--- src/rtl/alu_cmd_sequencer.sv ---
// alu_cmd_sequencer
// Loadable command issuer for the accumulator ALU. A host fills a program buffer with
// (opcode, operand) entries, pulses start, and the block replays the entries in order
// over a valid/ready handshake, then pulses done.
//
// Ports:
//   clk, rst              clock, synchronous active-high reset
//   load_en/op/arg        append one entry at the load pointer (IDLE only, dropped when full)
//   clear                 empty the program buffer (IDLE only, wins over load_en)
//   start                 replay the program (IDLE only)
//   alu_ready             ALU accepts the presented command this cycle
//   opcode, operand       command to the ALU; NOOP/0 whenever cmd_valid is low
//   cmd_valid             command valid
//   busy                  high in ISSUE and FIN
//   done                  one-cycle completion pulse
//   prog_len, full        number of loaded entries, buffer full flag
module alu_cmd_sequencer #(
    parameter int unsigned WIDTH = 16,
    parameter int unsigned DEPTH = 16,
    parameter int unsigned AW    = 4
) (
    input  logic             clk,
    input  logic             rst,
    input  logic             load_en,
    input  logic [3:0]       load_op,
    input  logic [WIDTH-1:0] load_arg,
    input  logic             clear,
    input  logic             start,
    input  logic             alu_ready,
    output logic [3:0]       opcode,
    output logic [WIDTH-1:0] operand,
    output logic             cmd_valid,
    output logic             busy,
    output logic             done,
    output logic [AW:0]      prog_len,
    output logic             full
);

    typedef enum logic [1:0] {StIdle, StIssue, StFin} state_e;

    state_e           state;
    logic [AW-1:0]    rd_ptr;
    logic [3:0]       mem_op  [DEPTH];
    logic [WIDTH-1:0] mem_arg [DEPTH];

    logic             load_ok;
    logic [AW:0]      eff_len;
    logic [AW:0]      len_inc;
    logic             at_last;
    logic             mem_we;
    logic [3:0]       first_op;
    logic [WIDTH-1:0] first_arg;
    logic [AW-1:0]    rd_next;

    always_comb begin
        load_ok = load_en && !full && !clear;
        len_inc = prog_len + (AW+1)'(1);
        // Effective length seen by start: includes a load accepted in the same cycle.
        eff_len = clear ? '0 : (load_ok ? len_inc : prog_len);
        at_last = ({1'b0, rd_ptr} == (prog_len - (AW+1)'(1)));
        mem_we  = !rst && (state == StIdle) && load_ok;
        rd_next = rd_ptr + AW'(1);
        // Entry 0 may be the one being written this very cycle; bypass the buffer.
        if (load_ok && (prog_len == '0)) begin
            first_op  = load_op;
            first_arg = load_arg;
        end else begin
            first_op  = mem_op[0];
            first_arg = mem_arg[0];
        end
    end

    // Program storage; contents survive reset and clear.
    always_ff @(posedge clk) begin
        if (mem_we) begin
            mem_op[prog_len[AW-1:0]]  <= load_op;
            mem_arg[prog_len[AW-1:0]] <= load_arg;
        end
    end

    always_ff @(posedge clk) begin
        if (rst) begin
            state     <= StIdle;
            rd_ptr    <= '0;
            prog_len  <= '0;
            full      <= 1'b0;
            opcode    <= 4'b0000;
            operand   <= '0;
            cmd_valid <= 1'b0;
            busy      <= 1'b0;
            done      <= 1'b0;
        end else begin
            unique case (state)
                StIdle: begin
                    if (clear) begin
                        prog_len <= '0;
                        full     <= 1'b0;
                    end else if (load_ok) begin
                        prog_len <= len_inc;
                        full     <= (len_inc == (AW+1)'(DEPTH));
                    end
                    if (start) begin
                        busy <= 1'b1;
                        if (eff_len != '0) begin
                            state     <= StIssue;
                            rd_ptr    <= '0;
                            cmd_valid <= 1'b1;
                            opcode    <= first_op;
                            operand   <= first_arg;
                        end else begin
                            state <= StFin;
                            done  <= 1'b1;
                        end
                    end
                end
                StIssue: begin
                    if (cmd_valid && alu_ready) begin
                        if (at_last) begin
                            state     <= StFin;
                            cmd_valid <= 1'b0;
                            opcode    <= 4'b0000;
                            operand   <= '0;
                            done      <= 1'b1;
                        end else begin
                            rd_ptr  <= rd_next;
                            opcode  <= mem_op[rd_next];
                            operand <= mem_arg[rd_next];
                        end
                    end
                end
                StFin: begin
                    state <= StIdle;
                    done  <= 1'b0;
                    busy  <= 1'b0;
                end
                default: begin
                    state     <= StIdle;
                    cmd_valid <= 1'b0;
                    opcode    <= 4'b0000;
                    operand   <= '0;
                    busy      <= 1'b0;
                    done      <= 1'b0;
                end
            endcase
        end
    end

endmodule

--- config.mk ---
export PLATFORM = sky130hd
export DESIGN_NAME = alu_cmd_sequencer
export DESIGN_NICKNAME = d
export VERILOG_FILES = /design/src/rtl/alu_cmd_sequencer.sv
export SDC_FILE = /design/constraint.sdc
export NUM_CORES = 1
export LEC_CHECK = 0
export CAP_MARGIN = 40
export CORE_MARGIN = 3
export CORE_UTILIZATION = 61
export DETAILED_ROUTE_END_ITERATION = 6
export GPL_ROUTABILITY_DRIVEN = 1
export HOLD_SLACK_MARGIN = 0.15
export PLACE_DENSITY_LB_ADDON = 0.2
export SLEW_MARGIN = 40
export SYNTH_ARGS = -nofsm -noshare
export SYNTH_HDL_FRONTEND = slang
export SYNTH_SLANG_ARGS = --single-unit
--- constraint.sdc ---
create_clock -name clk -period 3.4 [get_ports clk]
set_input_delay 0.34 -clock clk [delete_from_list [all_inputs] [get_ports clk]]
set_output_delay 0.34 -clock clk [all_outputs]
set_load 0.01 [all_outputs]
Yosys cells after proc, flatten, opt, wreduce, memory -nomap -nowiden
Memories as Yosys holds them, arrays and structs flattened.
Index checks and enable logic that the tools add are counted.
{ "totals": {"register_bits": 35, "ram_bits": 320, "inputBits": 26, "out_inout_bits": 29, "wordCells": 87, "n_memories": 2} }
{ "memory_table": {"columns": ["memory", "depth", "width", "read_ports", "rd_ports_with_merged_regs", "wr", "line_no", "rtl"], "rows": [
  ["mem_arg", 16, 16, 2, 0, 1, "44", "logic [WIDTH-1:0] mem_arg [DEPTH];"],
  ["mem_op", 16, 4, 2, 0, 1, "43", "logic [3:0] mem_op [DEPTH];"]
]} }
{ "classes": {"n_addsub": 3, "n_eq_ne": 10, "mux": 40, "bitwise": 2, "n_reduce_logical": 21} }
{ "ops": {"columns": ["operator", "n"], "rows": [
  ["$mux W16", 5],
  ["$pmux W16 S3", 1],
  ["$mux W4", 9],
  ["$mux W1", 13],
  ["$pmux W4 S3", 1],
  ["$mux W5", 2],
  ["$ne A2 B2 Y1 const B", 5],
  ["$reduce_and A5 Y1", 2],
  ["$mux W2", 4],
  ["$pmux W4 S2", 1],
  ["$reduce_and A4 Y1", 2],
  ["$logic_and A1 B1 Y1", 6],
  ["$add A5 B1 Y5 const B", 1],
  ["$eq A4 B5 Y1", 1],
  ["$eq A5 B5 Y1 const B", 1],
  ["$logic_not A5 Y1", 1],
  ["$reduce_bool A5 Y1", 1],
  ["$sub A5 B1 Y5 const B", 1],
  ["$add A4 B1 Y4 const B", 1],
  ["$pmux W1 S2", 2],
  ["$pmux W2 S2", 1],
  ["$reduce_and A2 Y1", 2],
  ["$reduce_bool A2 Y1", 2],
  ["$logic_not A1 Y1", 3],
  ["other kinds (7)", 8]
]} }

Longest topological paths before layout
Gate-level depths: netlist of the first run.
{ "depth": {"depth_word": 9, "depth_mapped": 9, "ltp_nobuf": 7} }

Worst setup path before layout of the first run
OpenSTA, ideal clock, no wires.
{ "synth_path": {"path_kind": "input to register", "start": "input rst", "end": "memory mem_arg[5][0], enable pin", "setup_ns": 0.397, "arrival_time_ns": 2.400, "required_time_ns": 3.003, "slack_ns": 0.603, "cell_stages": 4, "path_buffers": 1, "path_cell_list": "clkdlybuf4s50_1 -> nor4_1 -> nand2_1 -> nor2_1"} }
{ "synth_between": {"elab_chain_len": 5} }
{ "synth_rtl": {"columns": ["item", "line_no", "rtl"], "rows": [
  ["start, declared", "23", "input logic rst,"],
  ["$logic_not A1 Y1", "61", "mem_we = !rst && (state == StIdle) && load_ok;"],
  ["$logic_and A1 B1 Y1 (2 in series)", "61", null],
  ["$mux W1", "75", "if (mem_we) begin"],
  ["$mux W1 (not written as such)", "77", "mem_arg[prog_len[AW-1:0]] <= load_arg;"],
  ["end, declared", "44", null]
]} }
Every way passes these cells.

Worst setup path in the final report of the first run
{ "layout_path": {"start": "register prog_len[0]", "end": "register operand[5]"} }
{ "layout_between": {"elab_chain_len": 6, "elab_cells_between_ends": 16, "cone_classes": "add/sub: 2; eq/ne: 2; mux: 8; reduce/logical: 4"} }
{ "layout_rtl": {"columns": ["item", "line_no", "rtl"], "rows": [
  ["start, declared", "35", "output logic [AW:0] prog_len,"],
  ["start signal, assigned", "99", "prog_len <= len_inc;"],
  ["$add A5 B1 Y5 / $logic_not A5 Y1 (equally long branches)", "57, 64", null],
  ["$mux W5 / $logic_and A1 B1 Y1 (equally long branches)", null, null],
  ["$mux W5 / $mux W16 (equally long branches)", null, null],
  ["$reduce_bool A5 Y1 / $mux W16 (equally long branches)", "104", "if (eff_len != '0) begin"],
  ["$ne A2 B1 Y1 (no source line) / $mux W16 (equally long branches)", null, null],
  ["$reduce_and A4 Y1 (no source line) / $pmux W16 S3 (equally long branches)", null, null],
  ["end signal, assigned", "109", "operand <= first_arg;"],
  ["end signal, assigned", "127", "operand <= mem_arg[rd_next];"],
  ["end, declared", "31", "output logic [WIDTH-1:0] operand,"]
]} }
Several ways; a longest one is shown, not always the timed one. The select of a mux whose other input is x is not followed.
A chain may end at the register's enable or synchronous reset.

==> out/results.md, run 1 <==
| Group | Metric | This run |
|:---|:---|:---|
| run status | Status | finished clean |
| clock tree | Clock latency on the worst-skew pair | 0.51 ns |
| synth | Portion of the post-synthesis area used by sequential elements | 71.4% |
| pwr | Peak supply drop | 449 uV |
| layout | Filler cell count | 1400 |
| clock tree | Number of buffers inserted during clock tree synthesis | 35 |
| synth | Async set or reset register ratio after synthesis | 0% |
| routing | Via total after detailed routing | 7554 |
| routing | First-iteration detailed-routing DRC count | 860 |
| synth | Total nets after synthesis | 795 |
| floorplan | Die extent in y | 160 um |
| grt | Number of global-route vias before repair | 7883 |
| synth | Yosys cell types | 55 |
| clock tree | Total number of clock tree sinks | 355 |
| worst hold path | Worst hold stages | 2 |
| synth | Synthesized-area fraction occupied by and/or/nand/nor cells | 3.50% |
| setup path | Worst EP arrival | 3.13 ns |
| place | Sum of net half-perimeters after detailed placement | 18.6 mm |
| synth | Cell accounting for the most synthesized area | sky130_fd_sc_hd__edfxtp_1 |
| timing | Actual slew at the worst max-slew pin | 0.742 ns |
| timing | Final number of hold-violating endpoints | 0 |
| routing | Drt pass-1 iters | 5 |
| layout | Final design instance area without fill | 16700 um^2 |
| clock tree | Clk Tree Root Cell | sky130_fd_sc_hd__clkbuf_16 |
| synth | Top cells by area in the synthesized netlist | sky130_fd_sc_hd__edfxtp_1 (67%), sky130_fd_sc_hd__mux4_2 (12%), sky130_fd_sc_hd__mux2i_1 (5.7%) |
| worst hold path | Hold Path Sink | done$_SDFFE_PP0P_ |
| synth | Primary flip-flop cell chosen by synthesis mapping | sky130_fd_sc_hd__edfxtp_1 |
| synth | Post-Synthesis Cells | 763 |
| pwr | Pwr per Cell Area | 564 nW/um^2 |
| place | Cell Area, Placed | 15600 um^2 |
| timing | Final Cycle Share | 80.4% |
| routing | Total wire length | 30.6 mm |
| timing | Worst hold slack | 0.488 ns |
| synth | Share of synthesized cell area in full adder, half adder and majority cells | 0.520% |
| floorplan | Die span in x | 160 um |
| synth | Complex-gate fraction of the synthesized area | 3.33% |
| timing | RSZ-0062 raised after global routing | false |
| timing | Worst clock skew | 0.0137 ns |
| clock tree | Clock transition time at the flip-flop clock pins of the worst setup and hold paths | 0.06 ns |
| setup path | R2R Path End | operand[5]$_SDFFE_PP0P_ |
| layout | Post-layout instance count excluding filler cells | 1183 |
| floorplan | # IOs | 55 |
| floorplan | Total number of placement rows | 55 |
| clock tree | Setup bufs post-CTS | 0 |
| grt | First-pass GRT wire length | 47.0 mm |
| setup path | Crit. End Element | flop |
| routing | Mean routed wirelength per cell | 25.8 um |
| routing | Remaining antenna violation count | 0 |
| synth | Dominant combinational cell family by area after synthesis | multiplexers |
| place | Final Wtd Congestion | 0.933 |
| setup path | Required arrival time at the worst endpoint | 3.80 ns |
| synth | Most frequent cells after synthesis | sky130_fd_sc_hd__edfxtp_1 (320), sky130_fd_sc_hd__mux2i_1 (82), sky130_fd_sc_hd__mux4_2 (80) |
| floorplan | Initial core utilization | 62.9% |
| synth | Area fraction of the dominant cell type after synthesis | 66.5% |
| floorplan | Placeable core area | 23000 um^2 |
| routing | Drt drc | 0 |
| setup path | Critical setup path kind | reg -> reg |
| grt | Maximum number of pins on one net before global-route repair | 63 |
| timing | Final sum of negative setup slack | 0 ns |
| synth | Post-Synth XOR/XNOR Area | 0.606% |
| setup path | Startpoint type of the worst setup path | flop |
| synth | Number of enable-type register cells in the synthesized netlist | 320 |
| synth | Multiplexer share of the synthesized area | 18.2% |
| clock tree | Gates resized, CTS repair | 0 |
| grt | Total global routing track utilization | 24.2% |
| layout | Combined area of the multi-input logic cells | 3850 um^2 |
| place | Count of buffers from port buffering | 54 |
| timing | Max-slew headroom at the worst pin | 50.4% |
| setup path | Register-to-register path setup slack | 0.67 ns |
| grt | Antenna violations before repair | 0 |
| synth | Synth Area per Inst | 18.9 um^2 |
| clock tree | Depth of the CTS H-tree | 2 |
| layout | Syn-to-layout area delta | 15.9% |
| layout | Total inserted antenna cells | 0 |
| pwr | Static leakage power | 5.70 nW |
| worst hold path | Classification of the worst-slack hold path | reg -> reg |
| grt | Aggregate global routing overflow | 0 |
| timing | Peak Freq | 366 MHz |
| pwr | Final total power | 9.44 mW |
| timing | Number of max-slew violations in the final report | 0 |
| clock tree | Number of hold buffers added after CTS | 0 |
| layout | Share of cells above drive strength 1 | 23.2% |
| flow run | Max Cap Violations | 0 |
| clock tree | CTS tree | yes |
| worst hold path | Min-delay src | done$_SDFFE_PP0P_ |
| synth | Synthesis-stage register bit count | 355 |
| routing | Drt via density | 6.39 |
| layout | Final-stage net count | 876 |
| timing | Final critical-path required period | 2.73 ns |
| setup path | R2R Path Start | prog_len[0]$_SDFFE_PP0P_ |
| layout | Sequential Area | 10300 um^2 |
| setup path | Worst-path fanout max | 20 |
| setup path | Depth of the most critical reg-to-reg path | 6 |
| synth | Most instantiated library cell after synthesis | sky130_fd_sc_hd__edfxtp_1 |
| synth | Area of the mapped netlist | 14400 um^2 |
| place | Placed cells | 1120 |
| timing | Setup violations, final | 0 |
| clock tree | Clock buffer depth | 3 |
| synth | Synthesis warning total | 0 |
| floorplan | Area enclosed by the die boundary | 25600 um^2 |
## worst max path at each step
stage                                  start                       to  slack [ns]
CTS                   rd_ptr[0]$_SDFFE_PP0P_   opcode[2]$_SDFFE_PP0P_        0.67
global placement                     load_en  operand[6]$_SDFFE_PP0P_        0.70
finish              prog_len[0]$_SDFFE_PP0P_  operand[5]$_SDFFE_PP0P_        0.67
global route        prog_len[0]$_SDFFE_PP0P_  operand[5]$_SDFFE_PP0P_        0.54
floorplan                                rst  mem_arg[5][0]$_DFFE_PP_        0.60
detailed placement                   load_en  operand[5]$_SDFFE_PP0P_        0.61
## worst max-delay path, stage by stage (launching register included)
cell and delay, ns:
sky130_fd_sc_hd__dfxtp_1 0.61, sky130_fd_sc_hd__ha_1 0.33, sky130_fd_sc_hd__nand3_1 0.20, sky130_fd_sc_hd__nor3_2 0.25, sky130_fd_sc_hd__a2111o_1 0.20, sky130_fd_sc_hd__nand4_2 0.60, sky130_fd_sc_hd__o221ai_1 0.44
## per-stage QoR
step           util [%]  worst slack (ns)
3_3_place_gp       67.8             0.697
3_5_place_dp       67.8             0.607
2_1_floorplan         -             0.603
5_1_grt            72.8             0.543
6_report           72.8             0.666
4_1_cts            72.8             0.670
## cells in the final DEF (no fill, tap or decap), types with 2 or more instances in the layout
master	count
sky130_fd_sc_hd__bufinv_16	3
sky130_fd_sc_hd__clkbuf_1	4
sky130_fd_sc_hd__ha_1	5
sky130_fd_sc_hd__a41oi_1	2
sky130_fd_sc_hd__nand2_1	14
sky130_fd_sc_hd__nand3b_1	5
sky130_fd_sc_hd__edfxtp_1	320
sky130_fd_sc_hd__clkbuf_8	4
sky130_fd_sc_hd__nand3_1	27
sky130_fd_sc_hd__or2_2	2
sky130_fd_sc_hd__o21ai_0	5
sky130_fd_sc_hd__nor3_2	2
sky130_fd_sc_hd__xor2_1	2
sky130_fd_sc_hd__o221ai_1	20
sky130_fd_sc_hd__nor4_1	2
sky130_fd_sc_hd__a21oi_1	7
sky130_fd_sc_hd__clkbuf_16	37
sky130_fd_sc_hd__a31oi_1	4
sky130_fd_sc_hd__nor2_2	16
sky130_fd_sc_hd__mux4_2	80
sky130_fd_sc_hd__buf_12	10
sky130_fd_sc_hd__nand2b_1	2
sky130_fd_sc_hd__xnor2_1	6
sky130_fd_sc_hd__mux2i_1	82
sky130_fd_sc_hd__xnor2_2	2
sky130_fd_sc_hd__nor3_1	4
sky130_fd_sc_hd__clkdlybuf4s50_1	54
sky130_fd_sc_hd__nor2b_1	2
sky130_fd_sc_hd__o211ai_1	3
sky130_fd_sc_hd__a22oi_1	5
sky130_fd_sc_hd__buf_4	24
sky130_fd_sc_hd__inv_1	28
sky130_fd_sc_hd__dfxtp_1	34
sky130_fd_sc_hd__nor2_1	13
sky130_fd_sc_hd__clkinv_1	7
sky130_fd_sc_hd__a211oi_2	2
sky130_fd_sc_hd__clkinvlp_4	2
sky130_fd_sc_hd__clkinv_2	6
## layer usage
layer | part of all wire [%] | global-route usage, % | wire [um]
met1 | 42 | 35.0 | 12900
met2 | 48 | 38.4 | 14600
met3 | 7.9 | 4.90 | 2400
met4 | 2.2 | 7.02 | 665
met5 | 0 | 0 | 0
## flip-flops by register name, summed over array words and instances, names as in the netlist
name       count
opcode         4
cmd_valid      1
busy           1
state          2
full           1
mem_arg      256
rd_ptr         4
operand       16
prog_len       5
mem_op        64
done           1
## report_power, final
group          switching, mW  internal, mW
Combinational          0.398         0.370
Sequential            0.0459          4.78
Clock                   1.55          2.29
Total                   1.99          7.45
## area by class of cell
class	count	share of cell area, %
inverter	28	0.628
clock buffer	45	5.95
timing repair buffer	88	5.50
multi-input combinational	336	23.0
sequential	355	61.6
clock inverter	18	0.964
tap	313	2.34
## cells by family (layout without fill, tap and decap cells)
group | after synthesis | count (layout)
compound gates | 59 | 59
xor+xnor | 10 | 10
fa+ha+maj | 6 | 6
buf+inv | 72 | 179
flops | 355 | 355
mux | 162 | 162
simple gates | 99 | 99
Power figures use the tool's default switching activity.
==> inputs of run 2 (changes only) <==
- clock period: 3.4 -> 2.7 ns (I/O delays scaled with it)
==> out/results.md, run 2 (synthesis gave the netlist of run 1 again) <==
| Group | Metric | This run | vs previous |
|:---|:---|:---|:---|
| timing | Final number of hold-violating endpoints | 0 | unchanged |
| setup path | Crit. End Element | flop |  |
| timing | Number of max-slew violations in the final report | 0 | unchanged |
| routing | Drt pass-1 iters | 5 | unchanged |
| timing | Worst clock skew | 0.0146 ns | +0.000891 ns |
| clock tree | Number of hold buffers added after CTS | 0 | unchanged |
| floorplan | Die extent in y | 160 um | unchanged |
| run status | Status | finished clean |  |
| clock tree | CTS tree | yes |  |
| setup path | CP max stage cell | sky130_fd_sc_hd__dfxtp_4 |  |
| worst hold path | Classification of the worst-slack hold path | reg -> reg |  |
| layout | Total inserted antenna cells | 0 | unchanged |
| place | Count of buffers from port buffering | 54 | unchanged |
| grt | Antenna violations before repair | 0 | unchanged |
| layout | Syn-to-layout area delta | 17.1% |  |
| floorplan | Area enclosed by the die boundary | 25600 um^2 | unchanged |
| setup path | Worst EP arrival | 2.86 ns | -0.27 ns |
| setup path | Cell with the most instances on the worst path | sky130_fd_sc_hd__mux2i_1 |  |
| routing | Remaining antenna violation count | 0 | unchanged |
| routing | Drt via density | 6.41 | +0.32% |
| timing | Final sum of negative setup slack | 0 ns | unchanged |
| clock tree | Number of buffers inserted during clock tree synthesis | 36 | +2.9% |
| layout | Filler cell count | 1337 | -4.5% |
| routing | Mean routed wirelength per cell | 26.1 um | +0.93% |
| flow run | Max Cap Violations | 0 | unchanged |
| routing | Drt drc | 0 | unchanged |
| layout | Combined area of the multi-input logic cells | 3850 um^2 | unchanged |
| floorplan | Die span in x | 160 um | unchanged |
| routing | First-iteration detailed-routing DRC count | 939 | +9.2% |
| layout | Share of cells above drive strength 1 | 24.1% | +0.91 points |
| grt | Total global routing track utilization | 25.0% | +0.79 points |
| routing | Via total after detailed routing | 7687 | +1.8% |
| timing | Peak Freq | 401 MHz | +9.7% |
| floorplan | Initial core utilization | 62.9% | unchanged |
| clock tree | Clk Tree Root Cell | sky130_fd_sc_hd__clkbuf_16 |  |
| floorplan | Total number of placement rows | 55 | unchanged |
| clock tree | Clock buffer depth | 3 | unchanged |
| pwr | Peak supply drop | 600 uV | +34% |
| setup path | Worst-path fanout max | 21 | +5.0% |
| setup path | Crit-path max cell delay | 0.63 ns | +0.02 ns |
| timing | Final Cycle Share | 92.3% | +12 points |
| clock tree | Setup bufs post-CTS | 0 | unchanged |
| timing | Final critical-path required period | 2.49 ns | -0.242 ns |
| timing | Least setup slack across all paths after layout | 0.208 ns | -0.458 ns |
| grt | Maximum number of pins on one net before global-route repair | 41 | -35% |
| grt | Aggregate global routing overflow | 0 | unchanged |
| setup path | Required arrival time at the worst endpoint | 3.07 ns | -0.73 ns |
| grt | First-pass GRT wire length | 48.7 mm | +3.6% |
| timing | Max-slew headroom at the worst pin | 48.6% | -1.8 points |
| floorplan | Placeable core area | 23000 um^2 | unchanged |
| setup path | Buf+Inv Stages, Crit Path | 1 | +1 |
| timing | Actual slew at the worst max-slew pin | 0.768 ns | +0.0263 ns |
| timing | Setup violations, final | 0 | unchanged |
| setup path | Startpoint type of the worst setup path | flop |  |
| floorplan | # IOs | 55 | unchanged |
| layout | Most common cell after layout, fill and taps aside | sky130_fd_sc_hd__edfxtp_1 |  |
| setup path | Cells along the critical path | ha_4, buf_4, mux4_2, mux2i_1, mux2i_1, nand3_1, o221ai_1 |  |
| pwr | Static leakage power | 5.78 nW | +1.5% |
| grt | Number of global-route vias before repair | 7996 | +1.4% |
| layout | Commonest cells after routing, fill and taps aside | sky130_fd_sc_hd__edfxtp_1 (320), sky130_fd_sc_hd__mux2i_1 (82), sky130_fd_sc_hd__mux4_2 (80), sky130_fd_sc_hd__clkdlybuf4s50_1 (54), sky130_fd_sc_hd__clkbuf_16 (37) |  |
| routing | Total wire length | 31.3 mm | +2.4% |
| timing | RSZ-0062 raised after global routing | false |  |
| layout | Sequential Area | 10300 um^2 | unchanged |
| clock tree | Depth of the CTS H-tree | 2 | unchanged |
| clock tree | Clock transition time at the flip-flop clock pins of the worst setup and hold paths | 0.06 ns | about the same |
| clock tree | Gates resized, CTS repair | 0 | unchanged |
| layout | Number of flip-flops under the largest register name | 256 | unchanged |
| setup path | Kind of cell with the highest combined delay on the critical path | multiplexers |  |
| place | Worst Setup Slack post-DPL | 0.202 ns | -0.404 ns |
| layout | Post-layout instance count excluding filler cells | 1200 | +1.4% |
| layout | Final-stage net count | 891 | +1.7% |
| setup path | Critical setup path kind | reg -> reg |  |
| clock tree | Total number of clock tree sinks | 355 | unchanged |
| clock tree | Clock latency on the worst-skew pair | 0.51 ns | about the same |
| place | Sum of net half-perimeters after detailed placement | 19.5 mm | +5.0% |
| place | Final Wtd Congestion | 0.926 | -0.73% |
| place | Placed cells | 1134 | +1.3% |
| pwr | Pwr per Cell Area | 696 nW/um^2 | +23% |
[run 2: cell types whose count changed in the layout (fill, tap and decap cells not counted)]
cell	previous run	this run
sky130_fd_sc_hd__buf_12	10	19
sky130_fd_sc_hd__clkbuf_1	4	12
sky130_fd_sc_hd__buf_4	24	29
sky130_fd_sc_hd__clkbuf_8	4	0
sky130_fd_sc_hd__clkinv_1	7	4
sky130_fd_sc_hd__inv_6	0	2
sky130_fd_sc_hd__bufinv_16	3	2
sky130_fd_sc_hd__clkinv_2	6	7
sky130_fd_sc_hd__clkinv_4	0	1
sky130_fd_sc_hd__clkinvlp_4	2	1
[run 2: final timing paths]
| check | start | to | slack (ns) | cells past startpoint |
|---|---|---|---|---|
| worst max-delay path | rd_ptr[0]$_SDFFE_PP0P_ | operand[4]$_SDFFE_PP0P_ | 0.21 | 7 |
| worst min-delay path | done$_SDFFE_PP0P_ | done$_SDFFE_PP0P_ | 0.48 | 2 |
| worst max register to register | rd_ptr[0]$_SDFFE_PP0P_ | operand[4]$_SDFFE_PP0P_ | 0.21 | 7 |
| worst min register to register | done$_SDFFE_PP0P_ | done$_SDFFE_PP0P_ | 0.48 | 2 |
[run 2: power by group]
part / total (mW) / switching [mW] / internal [mW] / leakage (nW)
logic: 1.03 / 0.531 / 0.501 / 2.07
clock network: 4.67 / 1.94 / 2.73 / 0.545
registers: 6.07 / 0.0474 / 6.02 / 3.16
[run 2: worst min-delay path: cells and delay by family, from the launching register on]
family	cells	cell delay, ns
AOI/OAI and AO/OA	1	0.05
DFF	1	0.34
and+or+nand+nor	1	0.07
[run 2: cell type report]
class,count,share of cell area (%)
clock inverter,17,0.851
inverter,28,0.621
timing repair buffer,102,6.73
clock buffer,49,5.74
tap,313,2.32
multi-input combinational,336,22.8
sequential,355,61.0
[run 2: routing by layer]
| metal | vias up | global-route usage, % | routed length [um] |
|---|---|---|---|
| met1 | 3991 | 37.7 | 13100 |
| li1 | 3314 | - | - |
| met4 | 0 | 5.36 | 397 |
| met5 | - | 0 | 0 |
| met2 | 350 | 40.1 | 15600 |
| met3 | 32 | 3.61 | 2260 |
[run 2: through the flow]
stage,total power [mW],util [%],hold WS [ns],cell area (um^2)
finish,11.8,73.6,0.476,16900
global route,12.2,73.6,0.519,16900
CTS,11.8,73.6,0.474,16900
detailed placement,7.21,68.7,0.461,15800
global placement,7.18,68.7,0.440,15800
floorplan,6.82,-,0.369,14400
